===== src/rtl/wb_stage.sv =====
// MEM/WB pipeline register and register-file writeback driver.
// Resolves rt/rd and ALU/load muxes at capture, issues one write per instruction, offers bypass.
module wb_stage #(
    parameter int unsigned DATA_W = 32,
    parameter int unsigned CNT_W  = 16
) (
    input  logic              clk,
    input  logic              rst_n,
    input  logic              stall,
    input  logic              flush,
    input  logic              in_valid,
    input  logic              in_reg_write,
    input  logic              in_reg_dst,
    input  logic              in_mem_to_reg,
    input  logic [4:0]        in_rt,
    input  logic [4:0]        in_rd,
    input  logic [DATA_W-1:0] in_alu_result,
    input  logic [DATA_W-1:0] in_mem_data,
    input  logic [4:0]        dec_rs,
    input  logic [4:0]        dec_rt,
    output logic              wb_reg_write,
    output logic [4:0]        wb_write_addr,
    output logic [DATA_W-1:0] wb_write_data,
    output logic              fwd_rs_hit,
    output logic              fwd_rt_hit,
    output logic [DATA_W-1:0] fwd_rs_data,
    output logic [DATA_W-1:0] fwd_rt_data,
    output logic [CNT_W-1:0]  retire_count
);

    localparam logic [1:0] StEmpty = 2'd0;
    localparam logic [1:0] StFresh = 2'd1;
    localparam logic [1:0] StHeld  = 2'd2;

    logic [1:0]        state_q, state_d;
    logic              reg_write_q, reg_write_d;
    logic [4:0]        addr_q, addr_d;
    logic [DATA_W-1:0] data_q, data_d;
    logic [CNT_W-1:0]  count_q, count_d;
    logic              retire;

    always_comb begin
        state_d     = state_q;
        reg_write_d = reg_write_q;
        addr_d      = addr_q;
        data_d      = data_q;
        if (flush || (!stall && !in_valid)) begin
            // Contents are cleared whenever the slot empties so outputs read zero.
            state_d     = StEmpty;
            reg_write_d = 1'b0;
            addr_d      = '0;
            data_d      = '0;
        end else if (!stall) begin
            state_d     = StFresh;
            reg_write_d = in_reg_write;
            addr_d      = in_reg_dst ? in_rd : in_rt;
            data_d      = in_mem_to_reg ? in_mem_data : in_alu_result;
        end else if (state_q != StEmpty) begin
            state_d = StHeld;
        end
    end

    assign retire  = (state_q != StEmpty) && (!stall || flush);
    assign count_d = count_q + CNT_W'(retire);

    always_ff @(posedge clk or negedge rst_n) begin
        if (!rst_n) begin
            state_q     <= StEmpty;
            reg_write_q <= 1'b0;
            addr_q      <= '0;
            data_q      <= '0;
            count_q     <= '0;
        end else begin
            state_q     <= state_d;
            reg_write_q <= reg_write_d;
            addr_q      <= addr_d;
            data_q      <= data_d;
            count_q     <= count_d;
        end
    end

    // Only the first cycle writes; in HELD the register file already has the value.
    assign wb_reg_write  = (state_q == StFresh) && reg_write_q;
    assign wb_write_addr = addr_q;
    assign wb_write_data = data_q;
    assign retire_count  = count_q;

    assign fwd_rs_hit  = wb_reg_write && (addr_q == dec_rs);
    assign fwd_rt_hit  = wb_reg_write && (addr_q == dec_rt);
    assign fwd_rs_data = fwd_rs_hit ? data_q : '0;
    assign fwd_rt_data = fwd_rt_hit ? data_q : '0;

endmodule

===== config.mk =====
export PLATFORM = sky130hd
export DESIGN_NAME = wb_stage
export DESIGN_NICKNAME = d
export VERILOG_FILES = /design/src/rtl/wb_stage.sv
export SDC_FILE = /design/constraint.sdc
export NUM_CORES = 1
export LEC_CHECK = 0
export CAP_MARGIN = 10
export CORE_ASPECT_RATIO = 0.6
export CORE_MARGIN = 1
export CORE_UTILIZATION = 39
export CTS_CLUSTER_SIZE = 20
export DETAILED_ROUTE_END_ITERATION = 10
export PLACE_DENSITY_LB_ADDON = 0.1
export SLEW_MARGIN = 25
export SYNTH_ARGS = -nofsm -noshare
export SYNTH_HDL_FRONTEND = slang
export SYNTH_SLANG_ARGS = --single-unit
export TNS_END_PERCENT = 5

===== constraint.sdc =====
create_clock -name clk -period 3.4 [get_ports clk]
set_clock_uncertainty 0.2 [all_clocks]
set_input_delay 0.51 -clock clk [delete_from_list [all_inputs] [get_ports clk]]
set_output_delay 0.51 -clock clk [all_outputs]
set_load 0.1 [all_outputs]

# Word level (Yosys, flattened, before mapping)
# Cells that the tools add are included.
[word_totals]
output_inout_bits = 120
in_bits = 92
ff_bits = 56
[classes]
addsub = 1
muxes = 13
n_eq_ne = 5
reduce_logical = 10
[ops]
columns = ["operator", "count"]
rows = [
  ["32-bit two-way mux", 5],
  ["16-bit by 1-bit adder with 16-bit output", 1],
  ["5-bit two-way mux", 3],
  ["5-bit == test", 2],
  ["2-bit two-way mux", 3],
  ["1-bit logical AND", 5],
  ["3-bit by 1-bit != test with 1-bit output, second input constant", 1],
  ["2-bit by 1-bit == test with 1-bit output, second input constant", 1],
  ["1-bit zero test", 2],
  ["1-bit logical OR", 2],
  ["1-bit two-way mux", 2],
  ["2-bit by 1-bit != test with 1-bit output, second input constant", 1],
  ["2-bit nonzero test", 1],
]

# Longest topological paths before layout
[depth]
ltp_word = 4
mapped_depth = 8

# Worst setup path after synthesis
# Ideal clock, no wire load.
[synth_path]
kind = "reg2out"
from = "register state_q[1]"
to = "output fwd_rs_data[22]"
required_time_ns = 2.690
arrival_time_ns = 3.857
stages_incl_launch_ff = 5
slack_ns = -1.167
n_path_buf = 1
path_cell_list = "dfrtp_1 -> and3b_1 -> nand2_1 -> buf_1 -> nor3_1"
[synth_between]
elab_chain_cells = 4
[synth_rtl]
columns = ["item", "line_no", "text"]
rows = [
  ["start, declared", "35", "logic [1:0] state_q, state_d;"],
  ["start signal, assigned", "68", "state_q <= StEmpty;"],
  ["start signal, assigned", "74", "state_q <= state_d;"],
  ["2-bit by 1-bit == test with 1-bit output", "83", "assign wb_reg_write = (state_q == StFresh) && reg_write_q;"],
  ["1-bit logical AND", "83", ""],
  ["named net wb_reg_write", "21", "output logic wb_reg_write,"],
  ["1-bit logical AND", "88", "assign fwd_rs_hit = wb_reg_write && (addr_q == dec_rs);"],
  ["32-bit two-way mux", "90", "assign fwd_rs_data = fwd_rs_hit ? data_q : '0;"],
  ["end, declared", "26", "output logic [DATA_W-1:0] fwd_rs_data,"],
]
# The timed path passes the listed nets, and every way through them passes these cells.

# Worst setup path in the final report
[layout_path]
from = "input dec_rs[2]"
to = "output fwd_rs_data[10]"
[layout_between]
elab_chain_cells = 3
[layout_rtl]
columns = ["item", "line_no", "text"]
rows = [
  ["start, declared", "19", "input logic [4:0] dec_rs,"],
  ["5-bit == test", "88", ""],
  ["1-bit logical AND", "88", ""],
  ["32-bit two-way mux", "90", ""],
]
# No other way between the ends.

==> impl_metrics.xml <==
<?xml version="1.0" encoding="UTF-8"?>
<metrics>
  <group name="critical_path">
    <metric name="critPathKind" unit="">in -&gt; out</metric>
    <metric name="critPathMostFrequentCell" unit="">sky130_fd_sc_hd__buf_12</metric>
    <metric name="peak_fanout_along_the_critical_path" unit="">23</metric>
    <metric name="critPathCaptureType" unit="">output port</metric>
    <metric name="timing.critical_path.cells" unit="">clkdlybuf4s50_1 &gt; xnor2_1 &gt; nand2_4 &gt; buf_12 &gt; nor3_4 &gt; buf_12</metric>
    <metric name="cp.required" unit="ps">2690</metric>
    <metric name="critical_path.startpoint_type" unit="">input port</metric>
    <metric name="cp.buffers_inverters" unit="">3</metric>
    <metric name="arrival" unit="ps">2220</metric>
    <metric name="max_stage_delay" unit="ps">410</metric>
    <metric name="cp_top_family" unit="">buffers and inverters</metric>
    <metric name="cpMaxStageDelayCell" unit="">sky130_fd_sc_hd__clkdlybuf4s50_1</metric>
  </group>
  <group name="clock_network">
    <metric name="cts_resized" unit="">0</metric>
    <metric name="cts.reportedPaths.clkPinSlew" unit="ps">80</metric>
    <metric name="cts_post_setup_buffers_inserted" unit="">0</metric>
    <metric name="cts.hold.buffers_added" unit="">0</metric>
    <metric name="clock_latency" unit="ps">300</metric>
    <metric name="cts_tree" unit="">done</metric>
    <metric name="root_buffer" unit="">sky130_fd_sc_hd__clkbuf_16</metric>
    <metric name="cts.sinks" unit="">56</metric>
    <metric name="h-tree-depth" unit="">2</metric>
    <metric name="cts.path.max_buffers" unit="">2</metric>
    <metric name="numCtsBuffers" unit="">5</metric>
  </group>
  <group name="synth">
    <metric name="syn_nets" unit="">451</metric>
    <metric name="ys_seq_elements" unit="">56</metric>
    <metric name="number_of_instances_in_the_synthesized_netlist" unit="">356</metric>
    <metric name="mean_cell_area_of_the_mapped_netlist" unit="um^2">8.74</metric>
    <metric name="synth-seq-area-share" unit="">0.450</metric>
    <metric name="syn-cell-area" unit="mm^2">0.00311</metric>
    <metric name="ys_warn_count" unit="">0</metric>
    <metric name="yosys.cell_types.count" unit="">23</metric>
  </group>
  <group name="power_and_ir_drop">
    <metric name="leakage" unit="nW">3.46</metric>
    <metric name="seq_power_share" unit="">0.385</metric>
    <metric name="power.switching" unit="uW">853</metric>
    <metric name="power.share.clock" unit="">0.258</metric>
    <metric name="sw_frac_of_total" unit="">0.416</metric>
    <metric name="vdd_ir_drop_max" unit="mV">0.631</metric>
    <metric name="power-per-cell-area" unit="mW/mm^2">304</metric>
    <metric name="cell_internal_pwr" unit="mW">1.20</metric>
    <metric name="logic_gate_share_of_total_power" unit="">0.357</metric>
  </group>
  <group name="global_route">
    <metric name="grt_pass1_wl" unit="um">21100</metric>
    <metric name="grtUsageTotal" unit="">0.330</metric>
    <metric name="initial_antenna_violation_count" unit="">0</metric>
    <metric name="grt_start_max_net_pins" unit="">44</metric>
    <metric name="grt_overflow_total" unit="">0</metric>
    <metric name="grt_pass1_vias" unit="">3797</metric>
  </group>
  <group name="status">
    <metric name="failed_checks" unit="">hold timing</metric>
    <metric name="run_status" unit="">complete, but fails checks</metric>
  </group>
  <group name="timing">
    <metric name="min_period" unit="ps">2930</metric>
    <metric name="setup_violations" unit="">0</metric>
    <metric name="report.final.hold_viol_count" unit="">10</metric>
    <metric name="worst_slew_pin_slew" unit="ps">1060</metric>
    <metric name="slew_viol_final" unit="">0</metric>
    <metric name="total_negative_slack_for_setup_checks" unit="ps">0</metric>
    <metric name="achievable-frequency" unit="MHz">341</metric>
    <metric name="unrepaired_setup_endpoints_after_global_routing" unit="">false</metric>
    <metric name="hold_ws" unit="ps">-11.5</metric>
    <metric name="min_period_over_period" unit="">0.863</metric>
    <metric name="maxSlewHeadroom" unit="">0.292</metric>
  </group>
  <group name="placed_design">
    <metric name="io_buffer_count" unit="">211</metric>
    <metric name="place_hpwl" unit="um">10200</metric>
    <metric name="gp_routability_congestion" unit="">0.836</metric>
  </group>
  <group name="drt">
    <metric name="drt_pre_antenna_iters" unit="">4</metric>
    <metric name="routed_wl" unit="um">13400</metric>
    <metric name="ant_nets" unit="">0</metric>
    <metric name="route.detailed.vias_per_inst" unit="">5.38</metric>
    <metric name="detail_route.wl_per_cell" unit="um">20.2</metric>
    <metric name="drt_drc_violations_left" unit="">0</metric>
    <metric name="drt-initial-drc-count" unit="">232</metric>
    <metric name="routed-via-count" unit="">3564</metric>
  </group>
  <group name="finish">
    <metric name="n_antenna_cell" unit="">0</metric>
    <metric name="drive_above_1_share" unit="">0.388</metric>
    <metric name="area_delta_synth_final" unit="%">117</metric>
    <metric name="numnets_final" unit="">653</metric>
  </group>
  <group name="floorplan">
    <metric name="rows" unit="">24</metric>
    <metric name="placeableCoreArea" unit="mm^2">0.00748</metric>
    <metric name="io-pin-count" unit="">212</metric>
    <metric name="chipWidth" unit="um">117</metric>
    <metric name="die_area" unit="mm^2">0.00836</metric>
    <metric name="initial_core_util" unit="">0.416</metric>
    <metric name="die-height" unit="um">71.2</metric>
  </group>
  <group name="worst_hold_path">
    <metric name="hold_path_class" unit="">in -&gt; async</metric>
  </group>
  <group name="flow_run">
    <metric name="cap_violations" unit="">0</metric>
  </group>
</metrics>
[layout by cell type, fill, tap and decap left out]
master                            netlist  layout
sky130_fd_sc_hd__a22o_1                 1       1
sky130_fd_sc_hd__and3_1                 1       1
sky130_fd_sc_hd__and3_2                 1       1
sky130_fd_sc_hd__and3b_2                0       1
sky130_fd_sc_hd__buf_12                 0      68
sky130_fd_sc_hd__buf_2                  4       1
sky130_fd_sc_hd__buf_4                  0      63
sky130_fd_sc_hd__clkbuf_16              0       5
sky130_fd_sc_hd__clkdlybuf4s50_1        0      89
sky130_fd_sc_hd__clkinv_2               0       1
sky130_fd_sc_hd__clkinvlp_4             0       1
sky130_fd_sc_hd__dfrtp_1               56      51
sky130_fd_sc_hd__dfrtp_2                0       5
sky130_fd_sc_hd__ha_1                   3       3
sky130_fd_sc_hd__inv_1                 34      34
sky130_fd_sc_hd__inv_6                  0       1
sky130_fd_sc_hd__mux2i_1               37      37
sky130_fd_sc_hd__nand2_1               42      40
sky130_fd_sc_hd__nand2_4                0       2
sky130_fd_sc_hd__nand3_1                6       6
sky130_fd_sc_hd__nand4_1                6       6
sky130_fd_sc_hd__nand4_4                1       1
sky130_fd_sc_hd__nor2_1                 7       5
sky130_fd_sc_hd__nor2_4                 0       2
sky130_fd_sc_hd__nor2b_1                2       1
sky130_fd_sc_hd__nor2b_4                0       1
sky130_fd_sc_hd__nor3_1                67       3
sky130_fd_sc_hd__nor3_2                 0       6
sky130_fd_sc_hd__nor3_4                 0      58
sky130_fd_sc_hd__nor4_1                 4       4
sky130_fd_sc_hd__o21ai_0               37      37
sky130_fd_sc_hd__xnor2_1               15      15
sky130_fd_sc_hd__xor2_1                 9       9
[final timing paths]
check / slack (ps) / from / cells past startpoint / end
worst max-delay path: 470 / dec_rs[2] / 6 / fwd_rs_data[10]
worst min-delay path: -10 / rst_n / 1 / retire_count[8]$_DFF_PN0_
worst max register to register: 1350 / state_q[0]$_DFFE_PN0P_ / 7 / retire_count[14]$_DFF_PN0_
worst min register to register: 290 / retire_count[15]$_DFF_PN0_ / 1 / retire_count[15]$_DFF_PN0_
max in group asynchronous: 2380 / rst_n / 2 / wb_write_data[30]$_DFFE_PN0N_
min in group clk: 290 / retire_count[15]$_DFF_PN0_ / 1 / retire_count[15]$_DFF_PN0_
[synth_stat cells]
| cell | number | area (um^2) |
|---|---|---|
| sky130_fd_sc_hd__inv_1 | 34 | 128 |
| sky130_fd_sc_hd__nor4_1 | 4 | 25.0 |
| sky130_fd_sc_hd__nor2b_1 | 2 | 12.5 |
| sky130_fd_sc_hd__and3_2 | 1 | 7.51 |
| sky130_fd_sc_hd__nand4_4 | 1 | 21.3 |
| sky130_fd_sc_hd__xnor2_1 | 15 | 131 |
| sky130_fd_sc_hd__and3b_1 | 1 | 8.76 |
| sky130_fd_sc_hd__nand3_1 | 6 | 30.0 |
| sky130_fd_sc_hd__nand4_1 | 6 | 37.5 |
| sky130_fd_sc_hd__o21ai_0 | 37 | 185 |
| sky130_fd_sc_hd__mux2i_1 | 37 | 370 |
| sky130_fd_sc_hd__ha_1 | 3 | 37.5 |
| sky130_fd_sc_hd__a22o_1 | 1 | 8.76 |
| sky130_fd_sc_hd__clkbuf_2 | 1 | 5.00 |
| sky130_fd_sc_hd__and3_1 | 1 | 6.26 |
| sky130_fd_sc_hd__clkbuf_1 | 16 | 60.1 |
| sky130_fd_sc_hd__nor2_1 | 7 | 26.3 |
| sky130_fd_sc_hd__nand2_1 | 42 | 158 |
| sky130_fd_sc_hd__nor3_1 | 67 | 335 |
| sky130_fd_sc_hd__buf_2 | 4 | 20.0 |
| sky130_fd_sc_hd__buf_1 | 5 | 18.8 |
| sky130_fd_sc_hd__xor2_1 | 9 | 78.8 |
| sky130_fd_sc_hd__dfrtp_1 | 56 | 1400 |
[power groups by stage]
stage	Sequential [mW]	Clock, mW	Combinational (mW)
after global placement	0.791	0	0.713
after CTS	0.787	0.529	0.733
final	0.790	0.529	0.731
after global routing	0.798	0.555	0.759
after detailed placement	0.798	0	0.730
after floorplan	1.11	0	0.156
[cells by family (layout without fill, tap and decap cells)]
family	count (synthesis)	count (layout)	synth area share
AO/OA/AOI/OAI	38	38	0.0623
multiplexers	37	37	0.119
XOR/XNOR	24	24	0.0675
buffers and inverters	60	263	0.0744
flip-flops	56	56	0.450
adder cells (fa/ha/maj)	3	3	0.0121
AND/OR/NAND/NOR	138	138	0.215
[metal layers]
| layer | vias up | share of wire | track usage |
|---|---|---|---|
| li1 | 1605 | - | - |
| met1 | 1767 | 0.37 | 0.398 |
| met2 | 169 | 0.54 | 0.611 |
| met3 | 23 | 0.070 | 0.0653 |
| met4 | 0 | 0.019 | 0.0866 |
| met5 | - | 0 | 0 |
[layout make-up]
cell class              count  area [um^2]
flip-flops and latches     56         1410
well taps                 104          130
multi-input cells         240         2200
inverters                  34          128
repair buffers            221         2730
clock buffers               5          125
fillers                   314          733
clock inverters             3         21.3
[state kept, by name, indices dropped and copies added, names as in the netlist]
signal	cells
state_q	2
wb_write_data	32
reg_write_q	1
wb_write_addr	5
retire_count	16
[stage by stage]
step                cell area, um^2  power (mW)  setup WS [ps]  instances   util
CTS                            6740        2.05            453        663  0.902
detailed placement             6600        1.53            472        655  0.882
global route                   6740        2.11            397        663  0.902
global placement               6600        1.50            520        655  0.882
floorplan                      3820        1.27           71.0        356      -
finish                         6740        2.05            466        663  0.902
[worst reg2reg max path, stage by stage (launching register included)]
cell	delay [ps]
sky130_fd_sc_hd__dfrtp_1	350
sky130_fd_sc_hd__nor2_1	60
sky130_fd_sc_hd__nor2_1	190
sky130_fd_sc_hd__ha_1	220
sky130_fd_sc_hd__ha_1	260
sky130_fd_sc_hd__nand3_1	190
sky130_fd_sc_hd__nor4_1	340
sky130_fd_sc_hd__xor2_1	170
Note: power is estimated with default switching activity, not from simulation.
==> edit 1: new RTL, same settings <==
Take the reset off `addr_q` and `data_q` and load them in a clocked block of their own.
--- a/src/rtl/wb_stage.sv
+++ b/src/rtl/wb_stage.sv
@@ -69,4 +69,2 @@
             reg_write_q <= 1'b0;
-            addr_q      <= '0;
-            data_q      <= '0;
             count_q     <= '0;
@@ -75,6 +73,9 @@
             reg_write_q <= reg_write_d;
-            addr_q      <= addr_d;
-            data_q      <= data_d;
             count_q     <= count_d;
         end
+    end
+
+    always_ff @(posedge clk) begin
+        addr_q <= addr_d;
+        data_q <= data_d;
     end
Behaviour: not the same (a bounded check fails within 4 cycles, from zero or initial values and one cycle with rst_n low).
==> edit 1 against the unedited design <==
  * Maximum frequency about the same
  * Sequential cell count unchanged
  * Utilization decreased by 5.4 points
  * First-iteration DRC count decreased by 26%
  * Final area decreased by 7.9%
  * Non-clock buffer count decreased by 3
  * Worst hold slack improved by 0.28 ns
  * Combinational power decreased by 4.7%
  * Critical path depth unchanged
  * Power decreased by 1.8%
  * Area after synthesis decreased by 4.4%
  * Critical path type unchanged
  * Worst setup slack about the same
  * Routed wire length decreased by 13%
==> edit 1: results (changes against the unedited design) <==
- Status: complete, no violations
- Max Fanout on Critical Path: 23 (unchanged)
- Worst skew pair latency: 0.29 ns
- Vias: 3,431 (-3.7%)
- Hold Path Class: reg2reg
- Register area share after synthesis: 40.9% (-4.2 points)
- Clock-pin slew on the worst setup and hold paths: approximately 0.070 ns
- Max FFs per register: 32 (unchanged)
- Area contributors post-synth: dfxtp_1, dfrtp_1, mux2i_1
- Slew @ Worst Pin: 1.06 ns (+0.000903 ns)
- Routed WL: 11,600 um (-13%)
- Max Fclk: 341 MHz (about the same)
- Most frequent cells after synthesis: nor3_1, nand2_1, dfxtp_1, mux2i_1, o21ai_0
- Worst slack, placed: 0.513 ns (+0.0414 ns)
- Synth Area in Compound Gates: 6.52% (+0.29 points)
- Largest net degree at the start of global routing: 40 (-9.1%)
- R2r startpoint: state_q[1]
- Ys flop type: dfxtp_1
- HPWL Detailed: 8830 um (-13%)
- Synth Area in Adders: 1.26% (+0.055 points)
- CP startpoint: dec_rt[3]
- H-tree lvl count: 2 (unchanged)
- Total negative slack: 0 ns (unchanged)
- Critical Path Max Stage Delay: between 0.4 and 0.5 ns
- Max VDD drop: 0.000600 V (-4.9%)
- First-pass GRT wire length: 18,100 um (-14%)
- Root Driver: clkbuf_16
- Final GP Congestion: 0.842 (+0.69%)
- P_leak: 2.45 nW (-29%)
- CP top delay family: buffers and inverters
- Setup Buffers After CTS: 0 (unchanged)
- Layout cells sized above 1: 37.2% (-1.6 points)
- Pre-antenna DRT Iters: 4 (unchanged)
- Reg2reg setup slack: 1.30 ns (-0.05 ns)
- N_diodes: 0 (unchanged)
- Proportion of synthesized area in mux cells: 12.4% (+0.55 points)
- Worst reg2reg endpoint: retire_count[10]
- All-Layer GR Usage: 29.6% (-3.4 points)
- Syn_nets: 453 (+0.44%)
- R2R cell count: 7 (unchanged)
- Synth cell types: 21 (-8.7%)
- Ys async rst share: 33.9% (-66 points)
- XOR/XNOR Fraction of Synth Area: 7.06% (+0.31 points)
- Syn avg cell area: 8.31 um2 (-4.9%)
- CP endpoint: fwd_rt_data[25]
- Initial antenna violation count: 0 (unchanged)
- # resized after CTS: 0 (unchanged)
- Non-Filler Instances: 663 (unchanged)
- Fin nets: 653 (unchanged)
- DP Area: 0.00606 mm2 (-8.1%)
- Vias in the first global route: 3,467 (-8.7%)
- Total CTS buffers: 5 (unchanged)
- Initial drt markers: 172 (-26%)
- Crit-path slowest cell: clkdlybuf4s50_1
edit 1: cell count changes after synthesis, sizes merged, moves of 3 or more:
| cell | delta |
|---|---|
| dfrtp | -37 |
| dfxtp | +37 |
| clkbuf | -9 |
| buf | +8 |
| xnor2 | -3 |
| xor2 | +3 |
edit 1: kinds of logic (layout without fill, tap and decap cells):
group,after synthesis,in the layout
compound gates,38,38
buf+inv,58,259
simple gates,142,142
xor+xnor,24,24
mux,37,37
flops,56,56
fa+ha+maj,3,3
edit 1: how the worst min path moves through the flow:
stage                           from  slack (ns)          endpoint  depth (start not counted)
finish              retire_count[15]        0.27  retire_count[15]                          1
global route        retire_count[15]        0.31  retire_count[15]                          1
CTS                 retire_count[15]        0.27  retire_count[15]                          1
detailed placement  retire_count[15]        0.26  retire_count[15]                          1
global placement    retire_count[15]        0.26  retire_count[15]                          1
floorplan                      rst_n        0.01       reg_write_q                          0
edit 1: cell type report:
cell class / count / area (um2)
Clock buffer: 7 / 143
Clock inverter: 1 / 7.51
Fill cell: 421 / 1110
Inverter: 33 / 124
Multi-Input combinational cell: 244 / 1870
Sequential cell: 56 / 1220
Tap cell: 104 / 130
Timing Repair Buffer: 218 / 2720
edit 1: report_power, final:
group          internal [mW]  switching [mW]  leakage [nW]
combinational          0.209           0.487          1.82
clock                  0.294           0.236        0.0701
sequential             0.707          0.0775         0.559
edit 1: per-layer routing:
| metal | up-vias | global-route usage (%) | part of all wire [%] |
|---|---|---|---|
| met5 | - | 0 | 0 |
| met4 | 0 | 10.7 | 2.3 |
| met3 | 19 | 6.03 | 6.2 |
| met2 | 147 | 52.5 | 51 |
| met1 | 1664 | 35.4 | 41 |
| li1 | 1601 | - | - |
==> edit 2: new RTL, same settings <==
Made on the original files. The parameter `CNT_W` goes from 16 to 14.
--- a/src/rtl/wb_stage.sv
+++ b/src/rtl/wb_stage.sv
@@ -4,3 +4,3 @@
     parameter int unsigned DATA_W = 32,
-    parameter int unsigned CNT_W  = 16
+    parameter int unsigned CNT_W  = 14
 ) (
Ports: changed (resized retire_count); port bits go from 212 to 210. The function was not compared with the original's and may differ.
==> edit 2 against the unedited design <==
  * Worst setup slack improved by 0.075 ns
  * Final area fell by 7.9%
  * Routed wire length fell by 16%
  * Power fell by 1.2%
  * Sequential share of layout area rose by 0.88 points
  * Global-route usage fell by 8.3 points
  * Sequential cell count fell by 2
  * Area after synthesis rose by 8.6%
  * Highest routed layer unchanged
==> edit 2: results (changes against the unedited design) <==
- Register area share after synthesis: 40.0% (-5.1 points)
- First-pass GRT wire length: 17,100 um (-19%)
- Most frequent cells after synthesis: nor3_2, dfrtp_1, nand2_1
- Final GP Congestion: 0.759 (-9.2%)
- Worst EP arrival: 2.15 ns (-0.07 ns)
- Syn_nets: 439 (-2.7%)
- Vias in the first global route: 3,207 (-16%)
- Initial drt markers: 132 (-43%)
- Layout cells sized above 1: 36.9% (-1.9 points)
- All-Layer GR Usage: 24.8% (-8.3 points)
- Slew headroom: 31.6% (+2.4 points)
- CP endpoint: fwd_rt_data[0]
- P_leak: 2.52 nW (-27%)
- CP startpoint: dec_rt[1]
- Fin nets: 640 (-2.0%)
- Worst slack, placed: 0.524 ns (+0.0529 ns)
- Status: complete, no violations
- Met3 WL post-DR: 937 um (-0.11%)
- Hold Path Class: reg2reg
- Worst reg2reg endpoint: retire_count[10]
- Largest net degree at the start of global routing: 40 (-9.1%)
- Placed cells: 646 (-1.4%)
- Reg2reg setup slack: 1.55 ns (+0.20 ns)
- M1 WL: 4460 um (-9.9%)
- Internal power: 1.24 mW (+3.9%)
- Synth Instances: 345 (-3.1%)
- Area contributors post-synth: dfrtp_1, nor3_2, mux2i_1
- Routed wire per std cell: 17.1 um (-15%)
- Fin crit share: 84.1% (-2.2 points)
[edit 2: changes by cell type in the layout (fill, tap and decap cells not counted), moves of 5 or more]
cell     before  now
dfrtp_2       5    0
nor3_2        6   58
nor3_4       58    0
xor2_1        9    3
[edit 2: worst max-delay path: cells and delay by family]
kind | cells | cell delay (ns)
AND/OR/NAND/NOR | 2 | 0.47
XOR/XNOR | 1 | 0.20
buffers and inverters | 3 | 0.94
[edit 2: how the worst min path moves through the flow]
stage,from,end,slack (ns),cells past startpoint
after floorplan,rst_n,reg_write_q,0.01,0
after global placement,rst_n,wb_write_data[20],0.25,1
after global routing,retire_count[12],retire_count[12],0.32,1
after CTS,retire_count[13],retire_count[13],0.30,1
after detailed placement,rst_n,wb_write_data[20],0.26,1
final,retire_count[13],retire_count[13],0.30,1
[edit 2: cell families after synthesis]
group           Yosys count  share of synthesized area (%)
buf+inv                  59                           8.88
simple gates            133                           28.0
compound gates           38                           5.73
fa+ha+maj                 2                          0.740
flops                    54                           40.0
mux                      37                           11.0
xor+xnor                 22                           5.70
[edit 2: final cells by class]
cell class              count  area (um2)
multi-input cells         232        1740
well taps                 108         135
fillers                   561        1920
clock inverters             2        37.5
inverters                  33         124
flip-flops and latches     54        1350
repair buffers            220        2700
clock buffers               6         129
[edit 2: per-layer routing]
| metal | GRT usage (%) | vias to the layer above |
|---|---|---|
| li1 | - | 1564 |
| met5 | 0 | - |
| met3 | 6.90 | 8 |
| met4 | 4.07 | 0 |
| met2 | 45.1 | 130 |
| met1 | 29.9 | 1543 |
[edit 2: power groups by stage]
stage,Combinational (mW),Clock (mW),Sequential [mW]
global placement,0.687,0,0.760
floorplan,0.139,0,1.08
global route,0.724,0.619,0.760
CTS,0.700,0.591,0.752
finish,0.694,0.579,0.752
detailed placement,0.698,0,0.763
